<file path="src/rtl/stream_demux_nway_pkg.sv">
// Shared constants for the buffered 1-to-N stream demultiplexer:
// per-port FIFO depth/count width and default geometry.
package stream_demux_nway_pkg;
   localparam int FIFO_DEPTH  = 2;
   localparam int CNT_W       = 2;
   localparam int DEF_WIDTH   = 32;
   localparam int DEF_NUM_OUT = 8;
   localparam int DEF_SEL_W   = 3;
endpackage

</file>
<file path="src/rtl/stream_demux_nway_fifo2.sv">
// demux_fifo2: 2-entry head/tail FIFO. The head register keeps the last
// popped value when the FIFO drains, so dout never goes stale-to-zero.
module demux_fifo2
   import stream_demux_nway_pkg::*;
#(
   parameter int WIDTH = DEF_WIDTH
) (
   input  logic             clk,
   input  logic             rst_n,
   input  logic             push,
   input  logic             pop,
   input  logic [WIDTH-1:0] din,
   output logic [WIDTH-1:0] dout,
   output logic             full,
   output logic [CNT_W-1:0] count
);
   logic [WIDTH-1:0] head, tail;
   logic             do_push, do_pop;

   assign full    = (count == CNT_W'(FIFO_DEPTH));
   assign do_push = push & ~full;
   assign do_pop  = pop & (count != '0);
   assign dout    = head;

   always_ff @(posedge clk) begin
      if (!rst_n) begin
         count <= '0;
         head  <= '0;
         tail  <= '0;
      end else begin
         count <= count + CNT_W'(do_push) - CNT_W'(do_pop);
         if (do_pop) begin
            // full FIFO shifts tail into head; at one entry a same-cycle push becomes the head
            if (count == CNT_W'(FIFO_DEPTH)) head <= tail;
            else if (do_push)                head <= din;
         end else if (do_push) begin
            if (count == '0) head <= din;
            else             tail <= din;
         end
      end
   end
endmodule

</file>
<file path="src/rtl/stream_demux_nway.sv">
// stream_demux_nway: 1-to-N valid/ready demux with a 2-entry FIFO per port.
// Optional broadcast input in_bcast when STREAM_DEMUX_BCAST_EN is defined.
module stream_demux_nway
   import stream_demux_nway_pkg::*;
#(
   parameter int WIDTH   = DEF_WIDTH,
   parameter int NUM_OUT = DEF_NUM_OUT,
   parameter int SEL_W   = DEF_SEL_W
) (
   input  logic                     clk,
   input  logic                     rst_n,
   input  logic                     in_valid,
   output logic                     in_ready,
   input  logic [WIDTH-1:0]         in_data,
   input  logic [SEL_W-1:0]         in_sel,
`ifdef STREAM_DEMUX_BCAST_EN
   input  logic                     in_bcast,
`endif
   output logic [NUM_OUT-1:0]       out_valid,
   input  logic [NUM_OUT-1:0]       out_ready,
   output logic [NUM_OUT*WIDTH-1:0] out_data,
   output logic                     drop_err
);
   localparam int SEL_N = 1 << SEL_W;

   logic [NUM_OUT-1:0]            full, push;
   logic [NUM_OUT-1:0][CNT_W-1:0] cnt;
   logic [SEL_N-1:0]              full_pad;
   logic                          sel_oor, bcast, fire;

`ifdef STREAM_DEMUX_BCAST_EN
   assign bcast = in_bcast;
`else
   assign bcast = 1'b0;
`endif

   // pad so any in_sel value indexes safely; unused selects read as not-full
   always_comb begin
      full_pad               = '0;
      full_pad[NUM_OUT-1:0]  = full;
   end

   assign sel_oor  = (32'(in_sel) >= NUM_OUT);
   assign in_ready = rst_n & (bcast ? ~|full : (sel_oor | ~full_pad[in_sel]));
   assign fire     = in_valid & in_ready;

   for (genvar i = 0; i < NUM_OUT; i++) begin : g_port
      assign push[i]      = fire & (bcast | (32'(in_sel) == i));
      assign out_valid[i] = (cnt[i] != '0);

      demux_fifo2 #(.WIDTH(WIDTH)) u_fifo (
         .clk   (clk),
         .rst_n (rst_n),
         .push  (push[i]),
         .pop   (out_ready[i]),
         .din   (in_data),
         .dout  (out_data[i*WIDTH +: WIDTH]),
         .full  (full[i]),
         .count (cnt[i])
      );
   end

   always_ff @(posedge clk) begin
      if (!rst_n)                        drop_err <= 1'b0;
      else if (fire & ~bcast & sel_oor)  drop_err <= 1'b1;
   end
endmodule

</file>
<file path="config.mk">
export PLATFORM = sky130hd
export DESIGN_NAME = stream_demux_nway
export DESIGN_NICKNAME = d
export VERILOG_FILES = /design/src/rtl/stream_demux_nway_pkg.sv /design/src/rtl/stream_demux_nway_fifo2.sv /design/src/rtl/stream_demux_nway.sv
export SDC_FILE = /design/constraint.sdc
export NUM_CORES = 1
export LEC_CHECK = 0
export CORE_MARGIN = 3
export CORE_UTILIZATION = 43
export DETAILED_ROUTE_END_ITERATION = 12
export SLEW_MARGIN = 20
export SYNTH_ARGS = -nofsm -noshare
export SYNTH_HDL_FRONTEND = slang
export SYNTH_HIERARCHICAL = 1
export SYNTH_SLANG_ARGS = --single-unit
</file>
<file path="constraint.sdc">
create_clock -name clk -period 2.7 [get_ports clk]
set_input_delay 0.54 -clock clk [delete_from_list [all_inputs] [get_ports clk]]
set_output_delay 0.54 -clock clk [all_outputs]
set_load 0.05 [all_outputs]
</file>
==> flow_metrics.py, run 1 <==
metrics = {
    "status": {
        "status": "complete, no violations",
    },
    "setup_path": {
        "slowest_stage": "clkdlybuf4s50_1",
        "endpoint_kind": "output port",
        "crit_fanout": 6,
        "worstSetupPathType": "flop to output port",
        "path_cells": "buf_4 > or2_2 > clkdlybuf4s50_1",
        "worstReg2RegStart": "g_port[2].u_fifo/count[1]$_SDFF_PN0_",
        "arrival_ns": 2.10,
        "cpPeakStageDelay_ns": 0.72,
        "cp-start-kind": "flop",
        "worstPathRequired_ns": 2.16,
        "cp-startpoint": "g_port[6].u_fifo/count[1]$_SDFF_PN0_",
    },
    "floorplan": {
        "die_h_um": 240.7,
        "io_pins": 312,
        "core_um2": 54130,
        "start_util_pct": 43.74,
        "dieArea_um2": 57920,
        "rows": 85,
        "fp.dieW_um": 240.7,
    },
    "grt": {
        "grt_pass1_vias": 18860,
        "antenna_found_initial": 8,
        "grt_max_degree": 66,
        "grtUsageTotal_pct": 25.08,
        "grt_pass1_wl_mm": 112.4,
        "grt_overflow": 0,
    },
    "synth": {
        "ys.flop_type": "dfxtp_1",
        "netlist.area_leader.share_pct": 44.64,
        "syn_inst": 2483,
        "synth_area_per_cell_um2": 9.536,
        "synth_fp_nets": 2545,
        "synth-seq-area-share_pct": 44.64,
        "synth_edf_count": 0,
        "synth_commonest_cells": "528 x dfxtp_1, 522 x nand2_1, 269 x nor2_1, 260 x mux2i_1, 256 x a21oi_1",
        "post_synth_num_cell_types": 31,
        "yosysMostFrequentCell": "dfxtp_1",
        "yosys_warnings": 6,
        "synth_area_um2": 23680,
        "ys_seq_elements": 528,
        "synth_area_leaders": "dfxtp_1 45%, a221oi_2 15%, mux2i_1 11%",
        "yosys.area.top_type": "dfxtp_1",
        "ys_async_sr_fraction_pct": 0,
    },
    "power": {
        "max-vdd-ir-drop_uv": 537.8,
        "comb_power_share_pct": 33.3,
        "p_int_mw": 16.22,
        "swShare_pct": 35.97,
        "p_seq_share_pct": 36.2,
        "power_switching_mw": 9.109,
        "pwr-share-clk_pct": 30.6,
        "power_mw": 25.32,
        "power.density_nw_per_um2": 841.2,
        "p_leak_nw": 11.80,
    },
    "layout": {
        "nFillCells": 4673,
        "finalCoreUtilization_pct": 55.61,
        "fin_nets": 2834,
        "drive_gt1_share_pct": 18.26,
        "area_growth_pct": 27.15,
    },
    "detailed_routing": {
        "firstDrtPassIters": 5,
        "routed_via_density": 5.552,
        "antenna_left": 0,
        "wire_per_inst_um": 21.37,
        "drt_iter0_markers": 1528,
        "vias": 19490,
        "drc": 0,
        "routed_wl_mm": 75.01,
    },
    "sta": {
        "setup-violations-final": 0,
        "max_freq_mhz": 378.2,
        "hold_viol_final": 0,
        "slew_viol_final": 0,
        "fin_worst_skew_ns": 0.01603,
        "slew_headroom_pct": 55.03,
        "tightest_slew_ns": 0.6725,
        "setup_ws_ns": 0.05586,
        "rsz0062_at_grt": "yes",
        "final.period_utilization_pct": 97.93,
        "min_period_ns": 2.644,
    },
    "hold_path": {
        "hold_path.class": "flop to flop",
        "hp-start": "g_port[2].u_fifo/tail[9]$_SDFFE_PN0P_",
    },
    "clock_network": {
        "cts.sinks": 528,
        "cts-buffers-inserted": 56,
        "cts_tree": "done",
        "cts_hold_buf": 0,
        "clk_pin_slew_worst_paths_ns": 0.06,
        "cts-root-buf": "clkbuf_16",
        "clkLatencyLatePin_ns": 0.60,
        "h-tree-depth": 2,
        "cts_buffer_depth": 3,
    },
    "place": {
        "port_buffers": 310,
        "hpwl_mm": 47.11,
        "dpl_worst_slack_ns": -0.2880,
        "gp_congestion": 0.7763,
    },
    "job": {
        "drv_cap": 0,
    },
}
==> cell families after synthesis <==
kind of cell | synth area share [%]
AO/OA/AOI/OAI | 22.02
XOR/XNOR | 0.2959
adder cells (fa/ha/maj) | 0.8455
buffers and inverters | 5.612
flip-flops | 44.64
multiplexers | 11.50
other | 0.01584
AND/OR/NAND/NOR | 15.07
==> metal layers <==
layer | track usage, % | vias to the layer above | wire, µm
met4 | 9.763 | 6 | 2815
met5 | 0 | - | 26
met1 | 33.77 | 9464 | 32620
met3 | 4.582 | 136 | 4830
li1 | - | 9311 | -
met2 | 40.12 | 575 | 34720
==> cell type report <==
cell class / instances / area (µm²) / share of cell area, %
multi-input combinational: 1703 / 11810 / 39.22
sequential: 528 / 10570 / 35.11
timing repair buffer: 458 / 4906 / 16.30
clock buffer: 85 / 1712 / 5.686
tap: 696 / 870.8 / 2.893
clock inverter: 11 / 132.6 / 0.4405
inverter: 25 / 93.84 / 0.3117
antenna: 5 / 12.51 / 0.04156
==> worst max-delay path, delay by kind of cell (launching register included) <==
family / cells / cell delay [ns]
buf+inv: 2 / 0.87
flops: 1 / 0.31
simple gates: 1 / 0.33
==> registers in the layout, summed over array words and instances, names as in the netlist <==
| register | cells |
|---|---|
| g_port.u_fifo/count | 16 |
| g_port.u_fifo/dout | 256 |
| g_port.u_fifo/tail | 256 |
==> power groups by stage <==
stage / clock [mW] / sequential (mW) / combinational (mW)
after floorplan: 0 / 11.4 / 3.53
after global placement: 0 / 9.31 / 8.35
after detailed placement: 0 / 9.33 / 8.44
after CTS: 7.89 / 9.17 / 8.46
after global routing: 8.20 / 9.24 / 8.84
final: 7.74 / 9.16 / 8.42
==> per-stage QoR <==
step | hold slack, ns | area [µm²] | cells | setup TNS [ns]
after floorplan | 0.4357 | 23680 | 2483 | 0
final | 0.4520 | 30110 | 3511 | 0
after detailed placement | 0.4456 | 28220 | 3409 | -44.43
after global placement | 0.4405 | 28220 | 3409 | -19.35
after CTS | 0.4536 | 30070 | 3505 | 0
after global routing | 0.4638 | 30100 | 3510 | -0.02250
==> repair_timing <==
item	CTS	global route
pin swaps	0	1
gates resized for setup	2	4
gates cloned	0	0
setup buffers	0	1
endpoints found under the setup margin	2	4
==> final timing paths <==
check | to | depth (start not counted) | slack, ns
worst min-delay path | g_port[2].u_fifo/tail[9]$_SDFFE_PN0P_ | 2 | 0.45
worst min register to register | g_port[2].u_fifo/tail[9]$_SDFFE_PN0P_ | 2 | 0.45
worst max-delay path | out_valid[6] | 3 | 0.06
worst max register to register | g_port[2].u_fifo/dout[12]$_SDFFE_PN0P_ | 9 | 0.31
==> cells in the final DEF, fill, tap and decap left out, drive strengths merged <==
cell	netlist	routed
a221oi	256	256
diode	0	5
a21o	8	8
nand4b	1	1
nand2	522	522
nor3	10	10
nand3b	18	18
dfxtp	528	528
nor4	2	2
nor2	269	269
and2	24	24
a21oi	256	256
nor2b	8	8
buf	115	149
mux2i	260	260
clkdlybuf4s50	0	305
inv	25	25
clkinvlp	0	1
a41oi	1	1
and3b	8	8
dlymetal6s2s	0	3
or2	8	8
o21a	8	8
nand3	2	2
nand4	1	1
dlygate4sd2	0	1
ha	16	16
conb	1	1
mux2	8	8
clkbuf	112	85
bufinv	0	3
xor2	8	8
nand2b	8	8
clkinv	0	7
Note: power is estimated with default switching activity, not from simulation.
==> run 2: changes to the inputs <==
Settings changed: CORE_UTILIZATION 43 to 23.
==> run 2 against run 1 <==
Compared with the run above: register-to-register slack got worse by 0.15 ns; critical path depth is 2 lower; setup slack improved by 0.033 ns; clock power rose by 17%; non-clock buffer count is 25 higher; utilization decreased by 24 points; routed wire length increased by 16%; critical path type unchanged.
==> flow_metrics.py, run 2 (synthesized netlist as in run 1, its figures left out) <==
metrics = {
    "sta": {
        "min_period_ns": 2.611,
        "max_freq_mhz": 383.0,
        "tns_ns": 0,
        "tightest_slew_ns": 0.7680,
        "slew_viol_final": 0,
        "fin_worst_skew_ns": 0.01380,
        "slew_headroom_pct": 48.64,
        "final.period_utilization_pct": 96.71,
        "rsz0062_at_grt": "yes",
        "hold_viol_final": 0,
        "setup_ws_ns": 0.08874,
        "setup-violations-final": 0,
    },
    "setup_path": {
        "arrival_ns": 2.07,
        "crit_fanout": 2,
        "worstSetupPathType": "flop to output port",
        "critPathBufInv": 1,
        "cpPeakStageDelay_ns": 0.89,
        "cp-start-kind": "flop",
        "slowest_stage": "clkdlybuf4s50_1",
        "cp_top_family": "buffers and inverters",
        "endpoint_kind": "output port",
        "path_cells": "clkdlybuf4s50_1",
        "worstPathRequired_ns": 2.16,
    },
    "power": {
        "p_leak_nw": 12.21,
        "max-vdd-ir-drop_uv": 501.3,
        "power.density_nw_per_um2": 845.6,
        "power_mw": 26.99,
    },
    "clock_network": {
        "clkLatencyLatePin_ns": 0.64,
        "cts-buffers-inserted": 61,
        "h-tree-depth": 2,
        "cts_tree": "done",
        "cts_hold_buf": 0,
        "cts.sinks": 528,
        "clk_pin_slew_worst_paths_ns": 0.06,
        "cts_buffer_depth": 3,
        "cts-root-buf": "clkbuf_16",
    },
    "job": {
        "drv_cap": 0,
    },
    "grt": {
        "grt_pass1_vias": 18310,
        "grt_pass1_wl_mm": 126.0,
        "antenna_found_initial": 8,
        "grt_max_degree": 66,
        "grtUsageTotal_pct": 15.72,
        "grt_overflow": 0,
    },
    "layout": {
        "final_cell_mix": "517 x dfxtp_1, 514 x nand2_1, 300 x clkdlybuf4s50_1",
        "fin_nets": 2864,
        "drive_gt1_share_pct": 20.40,
        "finalCoreUtilization_pct": 31.29,
        "area_growth_pct": 34.83,
        "layout_commonest_cell": "dfxtp_1",
    },
    "floorplan": {
        "rows": 117,
        "fp.dieW_um": 326.9,
        "io_pins": 312,
        "start_util_pct": 23.21,
        "dieArea_um2": 106800,
        "core_um2": 102000,
        "die_h_um": 326.9,
    },
    "detailed_routing": {
        "antenna_left": 0,
        "routed_wl_mm": 87.04,
        "wire_per_inst_um": 20.59,
        "routed_via_density": 4.609,
        "firstDrtPassIters": 6,
        "vias": 19480,
        "drt_iter0_markers": 1634,
        "drc": 0,
    },
    "hold_path": {
        "hold_path.class": "flop to flop",
    },
    "place": {
        "dpl_worst_slack_ns": -0.3735,
        "hpwl_mm": 56.25,
        "port_buffers": 310,
        "gp_congestion": 0.7472,
    },
    "status": {
        "status": "complete, no violations",
    },
}
## run 2: cell count changes in the layout (fill, tap and decap cells not counted), moves of 7 or more
cell / change
buf_12: +31
bufinv_16: +7
clkbuf_8: -8
dfxtp_1: -11
dfxtp_2: +10
## run 2: metrics by stage
| step | hold slack (ns) | instances | area [µm²] |
|---|---|---|---|
| floorplan | 0.4357 | 2483 | 23680 |
| global placement | 0.4405 | 4101 | 29600 |
| detailed placement | 0.4456 | 4101 | 29600 |
| CTS | 0.4538 | 4222 | 31870 |
| global route | 0.4702 | 4221 | 31910 |
| finish | 0.4508 | 4227 | 31920 |
## run 2: power breakdown
part,switching [mW],leakage (nW),internal (mW)
Clock,3.56,1.08,5.50
Sequential,0.589,4.27,8.57
Combinational,5.58,6.86,3.20
Total,9.73,12.2,17.3
## run 2: metal layers
metal | global-route usage (%) | share of wire [%] | routed length [µm] | vias to the layer above
met2 | 25.23 | 46 | 40160 | 531
met1 | 20.33 | 43 | 37590 | 9440
met4 | 5.230 | 3.4 | 2964 | 2
met3 | 4.309 | 7.3 | 6324 | 110
li1 | - | - | - | 9401
met5 | 0 | 0.014 | 12 | -
## run 2: what timing repair did
action / CTS / global route
pin swaps: 1 / 4
setup endpoints to repair: 7 / 31
setup buffers: 7 / 0
gates cloned: 0 / 0
resized for setup: 16 / 17
## run 2: worst paths after layout
check                                    startpoint  depth (start not counted)  slack, ns                                endpoint
max reg2reg    g_port[6].u_fifo/count[1]$_SDFF_PN0_                         15       0.16    g_port[4].u_fifo/count[1]$_SDFF_PN0_
min reg2reg  g_port[4].u_fifo/tail[29]$_SDFFE_PN0P_                          2       0.45  g_port[4].u_fifo/tail[29]$_SDFFE_PN0P_
min          g_port[4].u_fifo/tail[29]$_SDFFE_PN0P_                          2       0.45  g_port[4].u_fifo/tail[29]$_SDFFE_PN0P_
max          g_port[1].u_fifo/dout[18]$_SDFFE_PN0P_                          1       0.09                            out_data[50]
## run 2: layout make-up
type / instances / area, µm²
diodes: 6 / 15.01
flip-flops and latches: 528 / 10590
clock inverters: 34 / 459.2
well taps: 1368 / 1712
multi-input cells: 1703 / 11850
inverters: 25 / 93.84
repair buffers: 483 / 5470
fillers: 10490 / 70110
clock buffers: 80 / 1740
